[src/rtl/alu_cmd_sequencer.sv]
// alu_cmd_sequencer: queues ALU commands in a small FIFO, issues them one at a
// time to the 16-bit ALU, waits SETTLE cycles, then registers the result.
//
// Ports:
//   clk, rst                       clock, asynchronous active-high reset
//   cmd_valid/cmd_ready            command handshake (ready = room in FIFO)
//   cmd_op, cmd_a, cmd_b, cmd_flag command payload
//   alu_sel, alu_opa, alu_opb,     registered drive to the ALU inputs
//   alu_flag
//   alu_y1, alu_y2, alu_y3,        ALU results sampled at capture
//   alu_cout, alu_carry_out
//   rsp_valid/rsp_ready            response handshake
//   rsp_data, rsp_carry, rsp_op    captured result, carry flag and opcode
//   busy                           command in flight or FIFO non-empty
//   count                          FIFO occupancy
module alu_cmd_sequencer #(
  parameter int unsigned DEPTH  = 4,
  parameter int unsigned SETTLE = 2
) (
  input  logic                     clk,
  input  logic                     rst,
  input  logic                     cmd_valid,
  output logic                     cmd_ready,
  input  logic [1:0]               cmd_op,
  input  logic [15:0]              cmd_a,
  input  logic [15:0]              cmd_b,
  input  logic                     cmd_flag,
  output logic [1:0]               alu_sel,
  output logic [15:0]              alu_opa,
  output logic [15:0]              alu_opb,
  output logic                     alu_flag,
  input  logic [15:0]              alu_y1,
  input  logic [31:0]              alu_y2,
  input  logic [15:0]              alu_y3,
  input  logic                     alu_cout,
  input  logic                     alu_carry_out,
  output logic                     rsp_valid,
  input  logic                     rsp_ready,
  output logic [31:0]              rsp_data,
  output logic                     rsp_carry,
  output logic [1:0]               rsp_op,
  output logic                     busy,
  output logic [$clog2(DEPTH):0]   count
);

  localparam int unsigned AW = $clog2(DEPTH);
  localparam int unsigned CW = AW + 1;
  localparam int unsigned SW = 4;

  typedef struct packed {
    logic [1:0]  op;
    logic [15:0] a;
    logic [15:0] b;
    logic        flag;
  } cmd_t;

  typedef enum logic [1:0] {IDLE, WAIT, HOLD} state_t;

  cmd_t            mem [DEPTH];
  logic [AW-1:0]   wr_ptr, rd_ptr;
  state_t          state, state_n;
  logic [SW-1:0]   cnt, cnt_n;
  logic [CW-1:0]   count_n;
  logic            push, pop, busy_n;
  cmd_t            head;
  logic [1:0]      alu_sel_n, rsp_op_n;
  logic [15:0]     alu_opa_n, alu_opb_n;
  logic            alu_flag_n, rsp_valid_n, rsp_carry_n;
  logic [31:0]     rsp_data_n;

  // Ready depends only on registered occupancy and reset; never on a same-cycle pop.
  assign cmd_ready = !rst && (count < CW'(DEPTH));

  // FIFO storage; no reset needed since pointers and count define validity.
  always_ff @(posedge clk) begin
    if (push) mem[wr_ptr] <= cmd_t'{cmd_op, cmd_a, cmd_b, cmd_flag};
  end

  // Next-state and next-output logic.
  always_comb begin
    push        = cmd_valid && cmd_ready;
    pop         = 1'b0;
    state_n     = state;
    cnt_n       = cnt;
    alu_sel_n   = alu_sel;
    alu_opa_n   = alu_opa;
    alu_opb_n   = alu_opb;
    alu_flag_n  = alu_flag;
    rsp_valid_n = rsp_valid;
    rsp_data_n  = rsp_data;
    rsp_carry_n = rsp_carry;
    rsp_op_n    = rsp_op;
    head        = mem[rd_ptr];

    case (state)
      IDLE: begin
        if (count != '0) begin
          pop        = 1'b1;
          alu_sel_n  = head.op;
          alu_opa_n  = head.a;
          alu_opb_n  = head.b;
          alu_flag_n = head.flag;
          cnt_n      = SW'(SETTLE - 1);
          state_n    = WAIT;
        end
      end
      WAIT: begin
        if (cnt != '0) begin
          cnt_n = cnt - SW'(1);
        end else begin
          rsp_valid_n = 1'b1;
          rsp_op_n    = alu_sel;
          case (alu_sel)
            2'b00:   begin rsp_data_n = {16'h0, alu_y1}; rsp_carry_n = alu_cout;      end
            2'b01:   begin rsp_data_n = {16'h0, alu_y1}; rsp_carry_n = alu_carry_out; end
            2'b10:   begin rsp_data_n = alu_y2;          rsp_carry_n = 1'b0;          end
            default: begin rsp_data_n = {alu_y3, alu_y1}; rsp_carry_n = 1'b0;         end
          endcase
          state_n = HOLD;
        end
      end
      HOLD: begin
        if (rsp_ready) begin
          rsp_valid_n = 1'b0;
          state_n     = IDLE;
        end
      end
      default: state_n = IDLE;
    endcase

    count_n = count + CW'(push) - CW'(pop);
    // Registered busy computed from next values so it tracks state/count exactly.
    busy_n  = (state_n != IDLE) || (count_n != '0);
  end

  // State and output registers.
  always_ff @(posedge clk or posedge rst) begin
    if (rst) begin
      state     <= IDLE;
      cnt       <= '0;
      wr_ptr    <= '0;
      rd_ptr    <= '0;
      count     <= '0;
      busy      <= 1'b0;
      alu_sel   <= '0;
      alu_opa   <= '0;
      alu_opb   <= '0;
      alu_flag  <= 1'b0;
      rsp_valid <= 1'b0;
      rsp_data  <= '0;
      rsp_carry <= 1'b0;
      rsp_op    <= '0;
    end else begin
      state     <= state_n;
      cnt       <= cnt_n;
      if (push) wr_ptr <= wr_ptr + AW'(1);
      if (pop)  rd_ptr <= rd_ptr + AW'(1);
      count     <= count_n;
      busy      <= busy_n;
      alu_sel   <= alu_sel_n;
      alu_opa   <= alu_opa_n;
      alu_opb   <= alu_opb_n;
      alu_flag  <= alu_flag_n;
      rsp_valid <= rsp_valid_n;
      rsp_data  <= rsp_data_n;
      rsp_carry <= rsp_carry_n;
      rsp_op    <= rsp_op_n;
    end
  end

endmodule
[config.mk]
export PLATFORM = sky130hd
export DESIGN_NAME = alu_cmd_sequencer
export DESIGN_NICKNAME = d
export VERILOG_FILES = /design/src/rtl/alu_cmd_sequencer.sv
export SDC_FILE = /design/constraint.sdc
export NUM_CORES = 1
export LEC_CHECK = 0
export ABC_CLOCK_PERIOD_IN_PS = 3600
export CAP_MARGIN = 20
export CORE_MARGIN = 3
export CORE_UTILIZATION = 51
export CTS_CLUSTER_DIAMETER = 80
export DETAILED_ROUTE_END_ITERATION = 16
export PLACE_DENSITY = 0.82
export SLEW_MARGIN = 10
export SYNTH_ARGS = -nofsm -noshare
export SYNTH_HDL_FRONTEND = slang
export SYNTH_SLANG_ARGS = --single-unit
[constraint.sdc]
create_clock -name clk -period 3.6 [get_ports clk]
set_input_delay 0.36 -clock clk [delete_from_list [all_inputs] [get_ports clk]]
set_output_delay 0.36 -clock clk [all_outputs]
set_load 0.03 [all_outputs]
Word-level counts from Yosys, hierarchy flattened
Memory sizes are Yosys's and may differ from the RTL's. A register that Yosys moved wholly into a read port is not among the register bits.
Cells that the tools add are included.
W data, S select, Z words.
- flip-flop bits (word level): 50
- memories kept: 1
- output and inout port bits: 76
- memory bits (writable): 140
- input bits: 105
- word-level logic and storage cells: 59
- memory list (name ; depth ; width ; rd ports ; clocked after memory_dff ; wr ports ; line ; RTL):
    mem ; 4 ; 35 ; 1 ; 1 ; 1 ; 59 ; cmd_t mem [DEPTH];
- muxes and demuxes: 16
- $lt $le $gt $ge: 1
- add/subtract/negate cells: 5
- reduce and logical (&&, ||, !) cells: 17
- bitwise logic cells: 1
- equality and inequality tests: 8
- operator list (kind ; count):
    $pmux W32 S2 ; 1
    $mux W4 ; 2
    $ne A2 B2 Y1 const B ; 4
    $pmux W4 S2 ; 1
    $mux W1 ; 6
    $mux W2 ; 3
    $pmux W2 S3 ; 1
    $reduce_and A3 Y1 ; 2
    $reduce_bool A2 Y1 ; 3
    $reduce_bool A3 Y1 ; 2
    $add A2 B1 Y2 const B ; 2
    $eq A2 B1 Y1 const B ; 2
    $eq A2 B2 Y1 const B ; 2
    $logic_not A2 Y1 ; 2
    $pmux W1 S2 ; 2
    $reduce_and A2 Y1 ; 2
    $reduce_bool A4 Y1 ; 1
    $sub A4 B1 Y4 const B ; 1
    $add A3 B1 Y3 ; 1
    $lt A3 B3 Y1 const B ; 1
    $sub A3 B1 Y3 ; 1
    $logic_and A1 B1 Y1 ; 2
    $reduce_or A2 Y1 ; 1
    $logic_not A1 Y1 ; 1
    other kinds (2) ; 2

Longest topological paths before layout
Gate-level depths: netlist of the first run.
- depth in word-level cells: 7
- mapped depth: 13

Least setup slack after synthesis of the first run
Ideal clock, no wire load.
- path type: register to register
- start: reg count[2]
- end: reg busy
- arrival time: 3.034 ns
- slack: 0.427 ns
- required time: 3.461 ns
- stages on the path, launching flop included: 12
- cell sequence: dfrtp_1 nor2_1 and2_1 inv_1 ha_1 inv_1 ha_1 inv_1 fa_1 xnor2_1 xnor2_1 or4_1
- word-level cells in the longest chain between the ends: 7
- elaborated cells on any way between the ends: 13
- RTL lines (what ; line ; RTL):
    from (decl) ; 43 ; output logic [$clog2(DEPTH):0] count
    from (signal assigned) ; 158 ; count <= count_n;
    $lt A3 B3 Y1 ; 72 ; assign cmd_ready = !rst && (count < CW'(DEPTH));
    $logic_and A1 B1 Y1 ; 72 ;
    net cmd_ready ; 23 ; output logic cmd_ready,
    $logic_and A1 B1 Y1 ; 81 ; push = cmd_valid && cmd_ready;
    $add A3 B1 Y3 ; 131 ; count_n = count + CW'(push) - CW'(pop);
    $sub A3 B1 Y3 ; 131 ;
    net count_n[2] ; 63 ; logic [CW-1:0] count_n;
    $reduce_bool A3 Y1 ; 133 ; busy_n = (state_n != IDLE) || (count_n != '0);
    $logic_or A1 B1 Y1 ; 133 ;
    net busy_n ; 64 ; logic push, pop, busy_n;
    to (signal assigned) ; 159 ; busy <= busy_n;
    to (decl) ; 42 ; output logic busy,
The timed path passes the listed nets, and every way through them passes these cells.
A chain may end at the register's enable or synchronous reset.

Worst setup path after layout of the first run
- start: reg count[1]
- end: reg busy
- elaborated cells on any way between the ends: 13
- RTL lines (what ; line ; RTL):
    $reduce_bool A3 Y1 ; 97 ; if (count != '0) begin
    $mux W1 ; 97 ;
    $mux W1 ; 95 ; case (state)
    net pop ; 64 ;
    $sub A3 B1 Y3 ; 131 ;
    net count_n[2] ; 63 ;
    $reduce_bool A3 Y1 ; 133 ;
    $logic_or A1 B1 Y1 ; 133 ;
    net busy_n ; 64 ;
The timed path passes the listed nets, and every way through them passes these cells.

==> Flow_metrics.wiki, run 1 <==
{| class="wikitable"
! Metric !! Value
|-
| Outcome || finished clean
|-
| P per Cell Area || 907 mW/mm^2
|-
| Horizontal extent of the die || 138 um
|-
| Initial antenna violation count || 0
|-
| Clock latency reported for the late side of the worst-skew pair || 500 ps
|-
| Count of synthesis-stage warnings from yosys || 0
|-
| Via total after detailed routing || 5030
|-
| Gp weighted congestion || 0.916
|-
| Leakage component of the power || 4.44 nW
|-
| Required time reported for the critical path endpoint || 3970 ps
|-
| Cell type with the highest occurrence count on the critical path || inv_1
|-
| Pin count of the biggest net entering global routing || 86
|-
| Number of hold buffers added after cts || 0
|-
| Die Span Y || 138 um
|-
| Max IR drop VDD || 0.000583 V
|-
| Worst-case headroom to the max-slew limit || 32.4%
|-
| Leading cell types by count after synthesis || edfxtp_1 (140), dfrtp_1 (85), o21ai_0 (64), mux2_2 (38), mux4_2 (35)
|-
| TritonCTS clock tree || built
|-
| Setup crit end kind || register
|-
| I/O pin cnt || 181
|-
| RSZ-0062 raised after global routing || no
|-
| Post-synth top area cell || edfxtp_1
|-
| Total Routing Usage GR || 19.3%
|-
| Crit-path cells || nor3_1 -> or2_2 -> inv_1 -> ha_1 -> inv_1 -> ha_1 -> inv_1 -> fa_1 -> xnor2_1 -> xnor2_1 -> or4_1
|-
| Area fraction of the dominant cell type after synthesis || 47.1%
|-
| Inst Count DP || 874
|-
| Kind of cell with the highest combined delay on the critical path || simple AND/OR/NAND/NOR gates
|-
| Min-delay worst type || in -> async
|-
| Count of maximum capacitance violations || 0
|-
| Reg clk slew, reported paths || 60 ps
|-
| Data arrival time at the worst-slack endpoint || 3300 ps
|-
| Total negative setup slack || 0 ps
|-
| Post-CTS repair timing setup buffer count || 0
|-
| Number of buffers created by CTS || 24
|-
| Area growth from synthesis to layout || 32.2%
|-
| Fin crit period || 2940 ps
|-
| DRT iter0 DRCs || 208
|-
| Wire length of the first global-routing pass || 29800 um
|-
| Biggest cell delay along the critical path || 540 ps
|-
| Remaining Overflow, GRT || 0
|-
| Initial core utilization || 52.9%
|-
| Synthesized netlist cell count || 499
|-
| Via count normalized by instance count || 5.47
|-
| CP Launch Type || register
|-
| Sink count of the clock tree || 225
|-
| Worst setup skew after layout || 12.1 ps
|-
| Number of global-route vias before repair || 5562
|-
| Share of cells above drive strength 1 || 20.5%
|-
| Final wirelength || 18500 um
|-
| Slew at the pin closest to its max-slew limit || 1010 ps
|-
| Master cell of the clock root buffer || clkbuf_16
|-
| Max FO, Critical Path || 4
|-
| Share of synthesized registers carrying an async set or reset || 37.8%
|-
| Number of levels in the clock H-tree || 1
|-
| Net count reported at finish || 794
|-
| Final Hold Slack || 262 ps
|-
| Cell area after synthesis || 0.00893 sq mm
|-
| Worst Path Buf+Inv || 3
|-
| Total count of hold-check failures in the final report || 0
|-
| Slowest stage cell on the critical path || or4_1
|-
| Sequential area share after synthesis || 70.9%
|-
| Drt drc || 0
|-
| Unique cell type count in the Yosys netlist || 39
|-
| Number of gates resized after cts || 0
|-
| Die ar. || 0.0191 sq mm
|-
| Mean area per synthesized cell || 17.9 sq um
|-
| Post-synth EDFFs || 140
|-
| Router iterations before antenna repair || 4
|-
| Maximum number of buffers from clock root to sink || 3
|-
| Placeable core region || 0.0169 sq mm
|-
| Final clock period utilization by the worst path || 81.6%
|-
| Quantity of I/O buffers inserted on ports || 180
|-
| Max-slew violations || 0
|-
| Predominant post-synthesis flop cell || edfxtp_1
|-
| Count of nets left with antenna violations after detail routing || 0
|-
| Wirelength per Cell || 20.2 um
|-
| Antenna diodes || 0
|-
| Post-synthesis sequential element count || 225
|-
| Type of the setup path with the least slack || reg -> reg
|-
| Most used standard cell by instance count after synthesis || edfxtp_1
|-
| Fmax || 0.341 GHz
|-
| Post-detailed-placement half-perimeter wirelength || 11600 um
|-
| Final number of setup-violating endpoints || 0
|-
| Net Count, Synth || 612
|-
| Number of cell rows || 47
|-
| Non-filler instance count after layout || 919
|-
| Most area-consuming cells after synthesis || edfxtp_1 (47%), dfrtp_1 (24%), mux4_2 (8.8%), mux2_2 (4.8%), o21ai_0 (3.6%)
|}
## layer usage
layer	part of all wire [%]	vias up	track usage, %	routed length [um]
met5	0	-	0	0
met4	1.9	0	4.89	352
met3	7.8	31	5.42	1450
met2	50	209	33.9	9260
met1	40	2516	23.9	7480
li1	-	2274	-	-
## through the flow
stage	setup slack, ps	area, sq um	util [%]	power, W
global route	506	11800	70.0	0.0113
floorplan	427	8930	-	0.00663
detailed placement	321	10900	64.6	0.00809
global placement	483	10900	64.6	0.00793
finish	663	11800	70.0	0.0107
CTS	683	11800	69.8	0.0108
## worst register-to-register path, cell delays in order (launching register included)
cell and delay (ps):
dfrtp_1 430, nor3_1 410, or2_2 200, inv_1 40, ha_1 260, inv_1 60, ha_1 130, inv_1 50
fa_1 380, xnor2_1 150, xnor2_1 140, or4_1 540
## state kept, by name, summed over array words and instances (netlist names), 2 cells and up
| signal | flops |
|---|---|
| cnt | 4 |
| alu_opa | 16 |
| state | 2 |
| alu_sel | 2 |
| wr_ptr | 2 |
| rsp_op | 2 |
| count | 3 |
| rd_ptr | 2 |
| rsp_data | 32 |
| mem | 140 |
| alu_opb | 16 |
## cells by family after synthesis
| group | share of synthesized area [%] |
|---|---|
| flops | 70.9 |
| mux | 18.5 |
| compound gates | 4.23 |
| simple gates | 2.47 |
| buf+inv | 2.20 |
| fa+ha+maj | 1.21 |
| xor+xnor | 0.490 |
## report_power, final
group / total [W] / internal [W] / switching (W)
clock network: 0.00269 / 0.00173 / 0.000963
logic: 0.00412 / 0.00204 / 0.00209
registers: 0.00389 / 0.00337 / 0.000521
## final timing paths
kind,startpoint,to,slack [ps],cells past startpoint
worst max-delay path,count[1],busy,660,11
worst min-delay path,rst,count[1],260,2
worst max register to register,count[1],busy,660,11
worst min register to register,rsp_valid,rsp_valid,480,2
max in group asynchronous,rst,rd_ptr[0],2700,3
min in group clk,rsp_valid,rsp_valid,480,2
## layout by cell type (no fill, tap or decap), drive strengths merged
master,instances
fa,1
nand2b,3
or2,2
nor3,1
or4,2
o221ai,1
bufinv,6
clkdlybuf4s50,180
inv,12
mux2i,18
o31ai,1
mux4,35
xor2,1
nand3b,1
nor3b,2
clkinv,9
nor2b,1
edfxtp,140
buf,4
clkbuf,28
mux2,55
dfrtp,85
and3,4
a22o,1
xnor2,4
o41ai,1
a21boi,1
ha,7
or3,1
and2,1
or3b,1
nand2,19
o21ai,66
nor2,4
o22ai,1
## area by class of cell
type | instances | area [sq um]
clock buffers | 28 | 657
fillers | 1087 | 5070
well taps | 220 | 275
repair buffers | 184 | 1860
flip-flops and latches | 225 | 6330
inverters | 11 | 43.8
clock inverters | 16 | 228
multi-input cells | 235 | 2410
Power figures use the tool's default switching activity.
==> run 2: changes to the inputs <==
- ABC_CLOCK_PERIOD_IN_PS: 3600 -> 2800
- clock period: 3.6 -> 2.8 ns (I/O delays scaled with it)
==> Flow_metrics.wiki, run 2 (synthesis gave the netlist of run 1 again) <==
{| class="wikitable"
! Metric !! Value
|-
| Max FO, Critical Path || 5
|-
| Fin crit period || 2700 ps
|-
| Initial antenna violation count || 0
|-
| Die ar. || 0.0191 sq mm
|-
| Pin count of the biggest net entering global routing || 46
|-
| Horizontal extent of the die || 138 um
|-
| Register cell area after layout || 0.00634 sq mm
|-
| Antenna diodes || 0
|-
| Type of the setup path with the least slack || reg -> reg
|-
| Number of buffers created by CTS || 22
|-
| Wire length of the first global-routing pass || 30300 um
|-
| Slew at the pin closest to its max-slew limit || 973 ps
|-
| Clock latency reported for the late side of the worst-skew pair || 490 ps
|-
| Worst setup skew after layout || 14.2 ps
|-
| Setup crit end kind || register
|-
| Sink count of the clock tree || 225
|-
| Total Routing Usage GR || 19.6%
|-
| Final core occ || 69.9%
|-
| I/O pin cnt || 181
|-
| Max reg flops || 140
|-
| RSZ-0062 raised after global routing || no
|-
| Final clock period utilization by the worst path || 96.4%
|-
| CP Launch Type || register
|-
| Number of cell rows || 47
|-
| Number of levels in the clock H-tree || 1
|-
| Count of nets left with antenna violations after detail routing || 0
|-
| Maximum number of buffers from clock root to sink || 3
|-
| Area growth from synthesis to layout || 32.1%
|-
| Final Hold Slack || 379 ps
|-
| Final number of setup-violating endpoints || 0
|-
| Wirelength per Cell || 20.2 um
|-
| P per Cell Area || 1120 mW/mm^2
|-
| Number of gates resized after cts || 0
|-
| Biggest cell delay along the critical path || 530 ps
|-
| Fill cells || 1078
|-
| Max IR drop VDD || 0.000902 V
|-
| Initial core utilization || 52.9%
|-
| Total non-filler cell area in the finished layout || 0.0118 sq mm
|-
| Net count reported at finish || 805
|-
| Crit-path cells || or2_4 -> or2_2 -> inv_4 -> ha_4 -> inv_2 -> ha_4 -> inv_2 -> fa_2 -> nand2b_1 -> or4_1
|-
| TritonCTS clock tree || built
|-
| Area taken by multi-input logic gates || 0.00246 sq mm
|-
| Worst-case headroom to the max-slew limit || 35.0%
|-
| Remaining Overflow, GRT || 0
|-
| Placed instance area || 0.0111 sq mm
|-
| Share of cells above drive strength 1 || 23.2%
|-
| Router iterations before antenna repair || 6
|-
| Max-slew violations || 0
|-
| Worst Path Buf+Inv || 3
|-
| Slowest stage cell on the critical path || fa_2
|-
| Quantity of I/O buffers inserted on ports || 180
|-
| Count of maximum capacitance violations || 0
|-
| Final wirelength || 18800 um
|-
| Required time reported for the critical path endpoint || 3160 ps
|-
| Fmax || 0.371 GHz
|-
| Leakage component of the power || 4.42 nW
|-
| Post-detailed-placement half-perimeter wirelength || 12300 um
|-
| Cells on worst reg2reg path || 10
|-
| Drt drc || 0
|-
| Min-delay worst type || in -> async
|-
| Highest-count cells in the layout ignoring fill and taps || clkdlybuf4s50_1 (180), edfxtp_1 (140), dfrtp_1 (80)
|-
| Leading registers by flop count || mem (140), rsp_data (32)
|-
| Master cell of the clock root buffer || clkbuf_16
|-
| Via count normalized by instance count || 5.52
|-
| Number of global-route vias before repair || 5543
|-
| Total count of hold-check failures in the final report || 0
|-
| Die Span Y || 138 um
|-
| Reg clk slew, reported paths || 60 ps
|-
| DRT iter0 DRCs || 275
|-
| Kind of cell with the highest combined delay on the critical path || simple AND/OR/NAND/NOR gates
|-
| Total negative setup slack || 0 ps
|-
| Leading cell type in the layout, fill and taps excluded || clkdlybuf4s50_1
|-
| Gp weighted congestion || 0.868
|-
| Largest register by flop count || mem
|-
| Data arrival time at the worst-slack endpoint || 3060 ps
|-
| Critical path depth || 10
|-
| Via total after detailed routing || 5114
|-
| Outcome || finished clean
|-
| Placeable core region || 0.0169 sq mm
|}
-- run 2: changes by cell type in the layout (fill, tap and decap cells not counted), moves of 2 or more --
cell	change
buf_4	+8
buf_12	+6
bufinv_16	-6
clkinv_2	+5
clkinv_1	-3
dfrtp_1	-3
dfrtp_2	+3
inv_1	-3
clkbuf_1	+2
clkbuf_16	-2
ha_1	-2
ha_4	+2
inv_2	+2
-- run 2: worst min-delay path, cell delays in order --
cell,delay [ps]
clkdlybuf4s50_1,450
buf_4,160
inv_4,450
-- run 2: worst paths after layout --
kind | from | endpoint | slack (ps)
max | state[0] | busy | 100
max reg2reg | state[0] | busy | 100
min reg2reg | rsp_valid | rsp_valid | 500
min | rst | wr_ptr[1] | 380
min in group clk | cmd_b[12] | mem[2][13] | 420
max in group asynchronous | rst | alu_opa[13] | 1780
-- run 2: final cells by class --
class	count	share of cell area, %
inverters	11	0.392
repair buffers	197	17.1
multi-input cells	235	20.9
flip-flops and latches	225	53.7
clock buffers	27	5.09
clock inverters	12	0.509
well taps	220	2.33
-- run 2: routing by layer --
| metal | routed length, um | track usage [%] |
|---|---|---|
| met5 | 0 | 0 |
| met4 | 323 | 4.11 |
| met3 | 1490 | 5.08 |
| met2 | 9520 | 34.8 |
| met1 | 7430 | 24.7 |
-- run 2: report_power, final --
| part | internal (W) | switching (W) | total, W |
|---|---|---|---|
| Combinational | 0.00275 | 0.00295 | 0.00570 |
| Sequential | 0.00434 | 0.000474 | 0.00481 |
| Clock | 0.00152 | 0.00116 | 0.00269 |
| Total | 0.00861 | 0.00459 | 0.0132 |
-- run 2: what timing repair did --
item | CTS | global route
endpoints found under the hold margin | 0 | 0
buffers inserted | 0 | 2
setup endpoints to repair | 0 | 1
hold buffers | 0 | 0
-- run 2: stage by stage --
| stage | power, W | instances | worst slack [ps] |
|---|---|---|---|
| 2_1_floorplan | 0.00863 | 499 | -4.23 |
| 3_3_place_gp | 0.0104 | 886 | 75.5 |
| 3_5_place_dp | 0.0106 | 886 | 27.7 |
| 4_1_cts | 0.0134 | 925 | 79.0 |
| 5_1_grt | 0.0139 | 927 | 13.7 |
| 6_report | 0.0132 | 927 | 101 |
